<file path="config.mk">
export PLATFORM = sky130hd
export DESIGN_NAME = mem_test_sequencer
export DESIGN_NICKNAME = d
export VERILOG_FILES = /design/src/rtl/mem_test_sequencer.sv
export SDC_FILE = /design/constraint.sdc
export NUM_CORES = 1
export LEC_CHECK = 0
export CORE_MARGIN = 4
export CORE_UTILIZATION = 39
export CTS_BUF_LIST = sky130_fd_sc_hd__clkbuf_2
export DETAILED_ROUTE_END_ITERATION = 10
export PLACE_DENSITY = 0.87
export SYNTH_ARGS = -nofsm -noshare
export SYNTH_HDL_FRONTEND = slang
export SYNTH_SLANG_ARGS = --single-unit
</file>
<file path="constraint.sdc">
create_clock -name clk -period 2.5 [get_ports clk]
set_input_delay 0.375 -clock clk [delete_from_list [all_inputs] [get_ports clk]]
set_output_delay 0.375 -clock clk [all_outputs]
set_load 0.01 [all_outputs]
</file>
<file path="src/rtl/mem_test_sequencer.sv">
// mem_test_sequencer
//   Preload / run / check engine for the mips_32 datapath bring-up.
//   Holds the CPU in reset while writing a preload table into data memory,
//   lets the CPU run for RUN_CYCLES clocks, freezes it again, then reads
//   back NUM_CHECKS result words and scores them against an expected table.
//
//   Optional feature macro: MEM_TEST_SCORE_WEIGHT_EN
//     defined   : score accumulates exp_weight (half-points) per passing check
//     undefined : exp_weight is ignored, score = 2*pass_count
//
// Ports
//   clk             system clock
//   reset           asynchronous active-low reset
//   start           one-cycle pulse, starts a sequence when not busy
//   cpu_hold        1 = keep CPU in reset / frozen
//   mem_we          data-memory write enable
//   mem_addr        data-memory word address
//   mem_wdata       data-memory write data
//   mem_rdata       data-memory read data, valid one cycle after mem_addr
//   pre_idx         preload table index
//   pre_data        preload word for pre_idx (combinational)
//   exp_idx         expected table index
//   exp_data        expected word for exp_idx (combinational)
//   exp_weight      weight of check exp_idx in half-points
//   busy            sequence in progress
//   done            sequence finished, held until next start
//   pass_count      checks matched (saturating)
//   fail_count      checks mismatched (saturating)
//   score           accumulated score in half-points (saturating)
//   first_fail_addr address of first mismatch, all-ones if none
module mem_test_sequencer #(
   parameter int DATA_WIDTH  = 32,
   parameter int ADDR_WIDTH  = 8,
   parameter int NUM_PRELOAD = 10,
   parameter int CHECK_BASE  = 11,
   parameter int NUM_CHECKS  = 55,
   parameter int RUN_CYCLES  = 134
) (
   input  logic                  clk,
   input  logic                  reset,
   input  logic                  start,
   output logic                  cpu_hold,
   output logic                  mem_we,
   output logic [ADDR_WIDTH-1:0] mem_addr,
   output logic [DATA_WIDTH-1:0] mem_wdata,
   input  logic [DATA_WIDTH-1:0] mem_rdata,
   output logic [((NUM_PRELOAD > 1) ? $clog2(NUM_PRELOAD) : 1)-1:0] pre_idx,
   input  logic [DATA_WIDTH-1:0] pre_data,
   output logic [((NUM_CHECKS > 1) ? $clog2(NUM_CHECKS) : 1)-1:0] exp_idx,
   input  logic [DATA_WIDTH-1:0] exp_data,
   input  logic [3:0]            exp_weight,
   output logic                  busy,
   output logic                  done,
   output logic [7:0]            pass_count,
   output logic [7:0]            fail_count,
   output logic [11:0]           score,
   output logic [ADDR_WIDTH-1:0] first_fail_addr
);

   localparam int PW = (NUM_PRELOAD > 1) ? $clog2(NUM_PRELOAD) : 1;
   localparam int EW = (NUM_CHECKS > 1) ? $clog2(NUM_CHECKS) : 1;
   localparam int RW = (RUN_CYCLES > 1) ? $clog2(RUN_CYCLES) : 1;

   localparam logic [PW-1:0] PRE_LAST = PW'(NUM_PRELOAD - 1);
   localparam logic [EW-1:0] EXP_LAST = EW'(NUM_CHECKS - 1);
   localparam logic [RW-1:0] RUN_LAST = RW'(RUN_CYCLES - 1);

   // Elaboration-time parameter sanity
   if (CHECK_BASE + NUM_CHECKS - 1 >= (64'(1) << ADDR_WIDTH)) begin : g_bad_range
      $error("mem_test_sequencer: CHECK_BASE+NUM_CHECKS-1 exceeds address space");
   end
   if (RUN_CYCLES < 1) begin : g_bad_run
      $error("mem_test_sequencer: RUN_CYCLES must be >= 1");
   end
   if (NUM_PRELOAD < 1 || NUM_CHECKS < 1) begin : g_bad_count
      $error("mem_test_sequencer: NUM_PRELOAD and NUM_CHECKS must be >= 1");
   end

   typedef enum logic [2:0] {
      S_IDLE,
      S_PRELOAD,
      S_RUN,
      S_CHK_ADDR,
      S_CHK_CMP,
      S_DONE
   } state_t;

   state_t                state_q, state_d;
   logic [RW-1:0]         run_cnt;
   logic [ADDR_WIDTH-1:0] chk_addr;
   logic                  match;
   logic                  clear;

   assign chk_addr = ADDR_WIDTH'(CHECK_BASE) + ADDR_WIDTH'(exp_idx);
   assign match    = (mem_rdata == exp_data);
   assign clear    = start && (state_q == S_IDLE || state_q == S_DONE);

   // State register
   always_ff @(posedge clk or negedge reset) begin
      if (!reset) state_q <= S_IDLE;
      else        state_q <= state_d;
   end

   // Next state and state-decoded outputs
   always_comb begin
      state_d   = state_q;
      cpu_hold  = 1'b1;
      mem_we    = 1'b0;
      mem_addr  = '0;
      mem_wdata = '0;
      busy      = 1'b0;
      done      = 1'b0;
      case (state_q)
         S_IDLE: begin
            if (start) state_d = S_PRELOAD;
         end
         S_PRELOAD: begin
            busy      = 1'b1;
            mem_we    = 1'b1;
            mem_addr  = ADDR_WIDTH'(pre_idx);
            mem_wdata = pre_data;
            if (pre_idx == PRE_LAST) state_d = S_RUN;
         end
         S_RUN: begin
            busy     = 1'b1;
            cpu_hold = 1'b0;
            if (run_cnt == RUN_LAST) state_d = S_CHK_ADDR;
         end
         S_CHK_ADDR: begin
            busy     = 1'b1;
            mem_addr = chk_addr;
            state_d  = S_CHK_CMP;
         end
         S_CHK_CMP: begin
            // address held so the registered read stays aligned with exp_idx
            busy     = 1'b1;
            mem_addr = chk_addr;
            state_d  = (exp_idx == EXP_LAST) ? S_DONE : S_CHK_ADDR;
         end
         S_DONE: begin
            done = 1'b1;
            if (start) state_d = S_PRELOAD;
         end
         default: state_d = S_IDLE;
      endcase
   end

   // Indices, run timer, counters, first-fail capture
   always_ff @(posedge clk or negedge reset) begin
      if (!reset) begin
         pre_idx         <= '0;
         exp_idx         <= '0;
         run_cnt         <= '0;
         pass_count      <= '0;
         fail_count      <= '0;
         first_fail_addr <= '1;
      end else if (clear) begin
         pre_idx         <= '0;
         exp_idx         <= '0;
         run_cnt         <= '0;
         pass_count      <= '0;
         fail_count      <= '0;
         first_fail_addr <= '1;
      end else begin
         case (state_q)
            S_PRELOAD: pre_idx <= (pre_idx == PRE_LAST) ? '0 : pre_idx + 1'b1;
            S_RUN:     run_cnt <= (run_cnt == RUN_LAST) ? '0 : run_cnt + 1'b1;
            S_CHK_CMP: begin
               if (match) begin
                  if (pass_count != '1) pass_count <= pass_count + 1'b1;
               end else begin
                  if (fail_count != '1) fail_count <= fail_count + 1'b1;
                  if (first_fail_addr == '1) first_fail_addr <= chk_addr;
               end
               exp_idx <= (exp_idx == EXP_LAST) ? '0 : exp_idx + 1'b1;
            end
            default: ;
         endcase
      end
   end

`ifdef MEM_TEST_SCORE_WEIGHT_EN
   logic [11:0] score_q;
   logic [12:0] score_sum;

   assign score_sum = {1'b0, score_q} + 13'(exp_weight);
   assign score     = score_q;

   always_ff @(posedge clk or negedge reset) begin
      if (!reset) begin
         score_q <= '0;
      end else if (clear) begin
         score_q <= '0;
      end else if (state_q == S_CHK_CMP && match) begin
         score_q <= score_sum[12] ? '1 : score_sum[11:0];
      end
   end
`else
   // One point (two half-points) per pass; pass_count saturates at 255 so this fits
   logic unused_weight;
   assign unused_weight = ^exp_weight;
   assign score         = {3'b000, pass_count, 1'b0};
`endif

endmodule

</file>
Yosys cells after proc, flatten, opt, wreduce, memory -nomap -nowiden --
Index checks and enable logic that the tools add are counted. W data, S select, Z words.
Storage, ports and cells: output and inout port bits 90, bits in registers 45, bits of input ports 103, logic and storage cells 78
Operators by class: equal/unequal tests 16, reductions and logical operators 17, muxes and demuxes 32, add/sub/neg operators 6
Operator list (number):
- $mux W8 | 15
- $eq A32 B32 Y1 | 1
- $mux W32 | 1
- $add A8 B1 Y8 const B | 3
- $mux W6 | 3
- $eq A8 B8 Y1 const B | 2
- $ne A8 B8 Y1 const B | 2
- $pmux W3 S5 | 1
- $pmux W7 S2 | 1
- $reduce_bool A2 Y1 | 7
- $mux W3 | 4
- $mux W4 | 3
- $reduce_and A3 Y1 | 4
- $add A4 B6 Y7 const A | 1
- $add A6 B1 Y6 const B | 1
- $eq A3 B2 Y1 const B | 2
- $eq A3 B3 Y1 const B | 2
- $eq A6 B6 Y1 const B | 1
- $add A4 B1 Y4 const B | 1
- $eq A4 B4 Y1 const B | 1
- $mux W1 | 4
- $ne A2 B1 Y1 const B | 2
- $ne A2 B2 Y1 const B | 2
- $reduce_or A2 Y1 | 2
- other kinds (5) | 5

Depth between registers and ports, before layout --
Gate-level depths: netlist of the first run.
depth in word-level cells 5, mapped depth 9, depth with buffers taken out 7

Worst setup path after synthesis of the first run --
Ideal clock, no wire load.
path kind register to output, from reg state_q[1], to out mem_addr[2], arrival 1445 ps, path slack 680 ps, cell stages (with the launch flop) 7, data required time 2125 ps, buffers on the path 2, path through dfrtp_1 > buf_2 > nand2b_1 > nand2b_1 > and2_1 > clkbuf_1 > o21ai_0
Between the ends: longest elaborated chain between the ends 3, elaborated cells between the ends (all ways) 5, classes of those cells eq/ne: 3; mux: 1; reduce/logical: 1
Ends and longest elaborated chain:
- from (decl) | RTL line 88 | state_t state_q, state_d;
- from (signal assigned) | RTL line 101 | else state_q <= state_d;
- $eq A3 B3 Y1 / $eq A3 B2 Y1 (equally long branches) | RTL line 113 | case (state_q)
- $reduce_or A2 Y1 (no line)
- $pmux W7 S2 * | RTL line 113
- to (decl) | RTL line 44 | output logic [ADDR_WIDTH-1:0] mem_addr,
Mark *: on every way between the ends. The rest lies on a longest branch, timed or not.

Worst setup path after layout of the first run --
from reg exp_idx[0] (netlist bit), to out mem_addr[4]
Between the ends: longest elaborated chain between the ends 2
Ends and longest elaborated chain:
- from (decl) | RTL line 49 | output logic [((NUM_CHECKS > 1) ? $clog2(NUM_CHECKS) : 1)-1:0] exp_idx,
- from (signal assigned) | RTL line 175 | exp_idx <= (exp_idx == EXP_LAST) ? '0 : exp_idx + 1'b1;
- $add A4 B6 Y7 | RTL line 94 | assign chk_addr = ADDR_WIDTH'(CHECK_BASE) + ADDR_WIDTH'(exp_idx);
- $pmux W7 S2 | RTL line 113
No other way between the ends.

==> impl_metrics.json, run 1 <==
{
  "via_count_of_the_first_global_routing_pass": 3333,
  "grtUsageTotal_pct": 21.0,
  "die_h_um": 98.1,
  "finalWeightedCongestion": 0.868,
  "placed_cell_area_um2": 5080,
  "cts_max_path_buffers": 2,
  "worstHoldPathType": "input port to async pin",
  "area_delta_synth_final_pct": 65.8,
  "hold_viol": 0,
  "postLayoutCellArea_um2": 5250,
  "antenna_cells": 0,
  "initial_antenna_violation_count": 0,
  "setup_viol_count_final": 0,
  "crit_arrival_ps": 1970,
  "clkSinkCount": 45,
  "worst-slew-pin-transition_ps": 944,
  "finalWirelength_um": 10500,
  "post_drt_via_cell_ratio": 5.17,
  "h-tree-depth": 2,
  "nets": 677,
  "preCtsSetupSlack_ps": 14.2,
  "crit_required_ps": 2120,
  "cp_endpoint_kind": "output port",
  "cts_root_buffer": "clkbuf_2",
  "grt_max_degree": 44,
  "grt_pass1_wl_um": 16700,
  "holdWs_ps": 57.7,
  "fin_ws_ps": 151,
  "drt_first_pass_iters": 5,
  "finalCoreUtilization_pct": 67.2,
  "synth.ff_latch_count": 45,
  "start_util_pct": 40.5,
  "rows": 32,
  "detailed_place_hpwl_um": 8350,
  "first_iter_violations": 214,
  "globalRoute.totalOverflow": 0,
  "boundaryPins": 193,
  "critical-path-top-delay-family": "flip-flops",
  "power.density_cell_area_nw_per_um2": 705,
  "drt_drc_violations_left": 0,
  "timing.slew.headroom_pct": 37.1,
  "critPathMaxFanout": 3,
  "cp_num_buf_inv": 3,
  "avgRoutedWirePerCell_um": 15.8,
  "slew_violations": 0,
  "detailroute.via_count": 3455,
  "synth_sequential_area_ratio_pct": 35.9,
  "number_of_buffers_created_by_cts": 5,
  "crit_path_top_delay_cell": "dfrtp_1",
  "finalClockSkew_ps": 24.9,
  "rsz_0062_raised_after_global_routing": "no",
  "yosysUniqueCellTypes": 46,
  "mappedNetlistArea_um2": 3170,
  "timing.max_cap.violations": 0,
  "timing.critical_path.from_type": "flop",
  "antenna_violating_nets_post_route": 0,
  "die_area_um2": 9620,
  "timing.setup.critical_path_class": "flop to output port",
  "ys.flop_type": "dfrtp_1",
  "ys_async_sr_fraction_pct": 100,
  "period_minus_slack_ps": 2350,
  "critical_path.cell_chain": "inv_1, ha_1, inv_1, a21oi_2, xor2_1, nor2_1, dlygate4sd2_1",
  "p_leak_uw": 0.00248,
  "max-vdd-ir-drop_v": 0.000365,
  "worst_skew_late_latency_ps": 430,
  "dieWidth_um": 98.1,
  "postSynthAreaPerCell_um2": 8.37,
  "achievable-frequency_mhz": 426,
  "io_buffers": 183,
  "clk_pin_slew_ps": 250,
  "synth_edf_count": 0,
  "crit_top_cell": "inv_1",
  "run_status": "finished, final reports clean",
  "cp_slowest_stage_delay_ps": 460,
  "tritoncts": "built",
  "post_route_cells_drive_above_1_share_pct": 9.54,
  "core-area_um2": 7810,
  "n_fill_cell": 640,
  "synthCells": 378,
  "min_period_over_period_pct": 94.0,
  "final.setup.tns_ps": 0,
  "yosys_warnings": 0
}
cell usage after synthesis, types with 7 or more instances:
cell      number  area [µm²]
dfrtp_1       37         926
o21ai_0       37         185
xor2_1        37         324
and2_1        34         213
nor2_1        32         120
nand2_1       24        90.1
buf_4         14         105
inv_1         14        52.6
nand4_1       14        87.6
a21oi_1       13        65.1
and3_1        12        75.1
clkbuf_1      12        45.0
nand3_1       10        50.1
a31oi_1        9        56.3
ha_1           9         113
nor4_1         9        56.3
dfstp_2        8         210
nand2b_1       7        43.8
cell usage in the layout (no fill, tap or decap), drive strengths merged, types with 13 or more instances in the layout:
| master | count |
|---|---|
| o21ai | 40 |
| and2 | 34 |
| inv | 15 |
| buf | 25 |
| nand2 | 24 |
| xor2 | 37 |
| dlygate4sd2 | 31 |
| a21oi | 13 |
| nand4 | 14 |
| dfrtp | 37 |
| clkdlybuf4s50 | 142 |
| nor2 | 32 |
state kept, by name, summed over array words and instances (netlist names):
name and cells:
exp_idx 6, fail_count 8, first_fail_addr 8, pass_count 8, pre_idx 4, run_cnt 8, state_q 3
repair_timing:
item                                    4_1_cts  5_1_grt
endpoints found under the setup margin       39       10
hold buffers                                  0        0
pin swaps                                     1        1
gates cloned                                  1        0
resized for setup                            39       11
buffers inserted                              5        4
hold endpoints to repair                      0        0
stage by stage:
stage	instances	total power [µW]
floorplan	382	2090
detailed placement	650	3260
global route	668	3970
CTS	664	3680
global placement	650	3190
finish	668	3700
metal layers:
| metal | vias up | wire, µm | GRT usage, % |
|---|---|---|---|
| met5 | - | 0 | 0 |
| met4 | 0 | 146 | 4.05 |
| met3 | 17 | 442 | 2.79 |
| met2 | 96 | 5830 | 38.6 |
| met1 | 1664 | 4130 | 26.3 |
| li1 | 1678 | - | - |
where the power goes:
group / total, µW / switching [µW] / internal [µW]
combinational: 2230 / 1110 / 1120
sequential: 1050 / 153 / 893
clock: 421 / 246 / 175
final timing paths:
path                                           end  cells past startpoint        from  slack [ps]
max in group asynchronous       first_fail_addr[5]                      2       reset        1750
min in group clk                        run_cnt[7]                      1  run_cnt[7]         510
worst min register to register          run_cnt[7]                      1  run_cnt[7]         510
worst max register to register       pass_count[7]                      7  state_q[1]         480
worst max-delay path                   mem_addr[4]                      7  exp_idx[0]         150
worst min-delay path                    run_cnt[2]                      1       reset          60
layout make-up:
cell class / count / area, µm² / area share, %
sequential: 45 / 1140 / 21.7
inverter: 15 / 56.3 / 1.07
timing repair buffer: 207 / 2020 / 38.5
tap: 102 / 128 / 2.43
multi-input combinational: 291 / 1830 / 34.9
clock buffer: 6 / 30.0 / 0.572
clock inverter: 2 / 38.8 / 0.739
kinds of logic (layout without fill, tap and decap cells):
| logic type | after synthesis | after routing | synth area share, % |
|---|---|---|---|
| AND/OR/NAND/NOR | 155 | 155 | 26.2 |
| AO/OA/AOI/OAI | 77 | 77 | 14.2 |
| buffers and inverters | 46 | 230 | 7.27 |
| flip-flops | 45 | 45 | 35.9 |
| XOR/XNOR | 40 | 40 | 11.1 |
| adder cells (fa/ha/maj) | 9 | 9 | 3.56 |
| multiplexers | 5 | 5 | 1.62 |
| other | 1 | 5 | 0.118 |
Power figures use the tool's default switching activity.
==> run 2, diff against run 1 <==
- GPL_TIMING_DRIVEN: default -> 0
==> run 2 against run 1 <==
  * Via count decreased by 0.90%
  * Combinational power increased by 3%
  * Global-route usage decreased by 0.46 points
  * Critical path depth decreased by 2
  * Clock power decreased by 20%
  * Worst hold slack improved by 220 ps
  * Core utilization increased by 0.53 points
  * Sequential cell count unchanged
  * Worst setup slack got worse by 230 ps
  * Sequential power about the same
  * The run now ends with negative setup slack left
  * Non-clock buffer count increased by 13
==> impl_metrics.json, run 2 (synthesized netlist as in run 1, its figures left out) <==
{
  "startpoint": "state_q[2]",
  "critical_path.cell_chain": "buf_2, nor3_4, buf_4, and2_1, clkdlybuf4s50_1",
  "timing.setup.critical_path_class": "flop to output port",
  "grt_pass1_wl_um": 16300,
  "place_inst": 668,
  "grt_max_degree": 36,
  "grtUsageTotal_pct": 20.5,
  "avgRoutedWirePerCell_um": 15.3,
  "die_h_um": 98.1,
  "post_route_cells_drive_above_1_share_pct": 11.1,
  "run_status": "complete, but fails checks",
  "routed-wl-met3_um": 491,
  "nets": 690,
  "power_share_of_the_combinational_group_pct": 63.0,
  "rrSetupSlack_ps": 460,
  "antenna_violating_nets_post_route": 0,
  "h-tree-depth": 2,
  "min_period_over_period_pct": 103,
  "max-vdd-ir-drop_v": 0.000333,
  "finalWeightedCongestion": 0.824,
  "slew_violations": 0,
  "globalRoute.totalOverflow": 0,
  "worst_skew_late_latency_ps": 450,
  "first_iter_violations": 121,
  "timing.max_cap.violations": 0,
  "placed_cell_area_um2": 5150,
  "setup_viol_count_final": 25,
  "cellInternalPower_uw": 2120,
  "timing.critical_path.from_type": "flop",
  "finalCoreUtilization_pct": 67.8,
  "power.density_cell_area_nw_per_um2": 689,
  "worst-slew-pin-transition_ps": 563,
  "die_area_um2": 9620,
  "highest_layer": "met4",
  "period_minus_slack_ps": 2580,
  "clkSinkCount": 45,
  "area_delta_synth_final_pct": 67.2,
  "rsz_0062_raised_after_global_routing": "yes",
  "layoutNonFillerInstCount": 681,
  "cts_max_path_buffers": 2,
  "worst_r2r_startpoint": "state_q[1]",
  "crit_arrival_ps": 2200,
  "p_leak_uw": 0.00238,
  "layout_common_cells": "clkdlybuf4s50_1, xor2_1, dfrtp_1",
  "number_of_buffers_created_by_cts": 5,
  "n_fill_cell": 616,
  "via_count_of_the_first_global_routing_pass": 3373,
  "failed_checks": "negative setup slack",
  "finalClockSkew_ps": 32.3,
  "crit_path_top_delay_cell": "clkdlybuf4s50_1",
  "total_length_of_routed_met2_wires_um": 5610,
  "crit_required_ps": 2120,
  "io_buffers": 183,
  "worstHoldPathType": "input port to async pin",
  "cp_endpoint_kind": "output port",
  "drt_first_pass_iters": 4,
  "clk_pin_slew_ps": 270,
  "layout.cells.most_common": "clkdlybuf4s50_1",
  "post_drt_via_cell_ratio": 5.03,
  "initial_antenna_violation_count": 0,
  "switching_share_pct": 41.8,
  "tritoncts": "built",
  "start_util_pct": 40.5,
  "fin_ws_ps": -77.2,
  "fin_total_pwr_uw": 3650,
  "power_frac_clock_pct": 9.2,
  "timing.slew.headroom_pct": 61.9,
  "core-area_um2": 7810,
  "detailed_place_hpwl_um": 8510,
  "critPathMaxFanout": 10,
  "drt-met1-wl_um": 4130,
  "holdWs_ps": 276,
  "finalWirelength_um": 10400,
  "hold_viol": 0,
  "boundaryPins": 193,
  "total_switching_power_uw": 1520,
  "antenna_cells": 0,
  "rows": 32,
  "dieWidth_um": 98.1,
  "drt_drc_violations_left": 0,
  "cts_root_buffer": "clkbuf_2",
  "power.share.sequential_pct": 27.8,
  "cp_slowest_stage_delay_ps": 550,
  "detailroute.via_count": 3424,
  "postLayoutCellArea_um2": 5290,
  "achievable-frequency_mhz": 388
}
## run 2: cell types whose count changed in the layout (fill, tap and decap cells not counted), moves of 2 or more
cell | previous run | this run
dlygate4sd2_1 | 31 | 2
dlymetal6s2s_1 | 9 | 7
clkdlybuf4s50_1 | 142 | 168
clkbuf_1 | 0 | 6
clkbuf_2 | 6 | 9
buf_2 | 1 | 5
## run 2: power groups by stage
stage / combinational (µW) / clock [µW] / sequential (µW)
after floorplan: 1040 / 0 / 1050
after global placement: 2120 / 0 / 1030
after CTS: 2250 / 334 / 1020
after detailed placement: 2190 / 0 / 1040
after global routing: 2490 / 366 / 1040
final: 2300 / 335 / 1020
## run 2: path summary, 6_finish.rpt
path | end | cells past startpoint
max reg2reg | exp_idx[5] | 7
min reg2reg | first_fail_addr[7] | 2
min | pass_count[2] | 2
max | mem_wdata[20] | 5
max in group asynchronous | first_fail_addr[4] | 3
min in group clk | first_fail_addr[7] | 2
## run 2: cell type report
cell class                      instances  area (µm²)  area share [%]
Buffer                                 29         185            3.50
Timing Repair Buffer                  191        1900            35.9
Clock buffer                            5        25.0           0.473
Multi-Input combinational cell        291        1840            34.8
Sequential cell                        45        1140            21.5
Tap cell                              102         128            2.41
Clock inverter                          3        21.3           0.402
Inverter                               15        56.3            1.06
## run 2: through the flow
stage                     setup WS, ps  TNS, ps
final                            -77.2    -1070
after global routing              -209    -4570
after CTS                         -109    -2600
after detailed placement          -168    -1330
after global placement            -176    -6850
after floorplan                    680        0
## run 2: critical path: cells and delay by family (launching register included)
kind	cells	cell delay, ps
flip-flops	1	410
AND/OR/NAND/NOR	2	440
buffers and inverters	3	930
## run 2: layer usage
layer | GRT usage (%) | vias to the layer above
li1 | - | 1695
met1 | 24.7 | 1607
met2 | 37.3 | 100
met3 | 3.57 | 22
met4 | 6.18 | 0
met5 | 0 | -
## run 2: timing repair
item                                   in CTS  in global routing
hold buffers                                1                  0
endpoints found under the hold margin      10                  0
setup buffers                               1                  5
pin swaps                                   1                  0
setup endpoints to repair                  41                 41
gates resized for setup                    26                 26
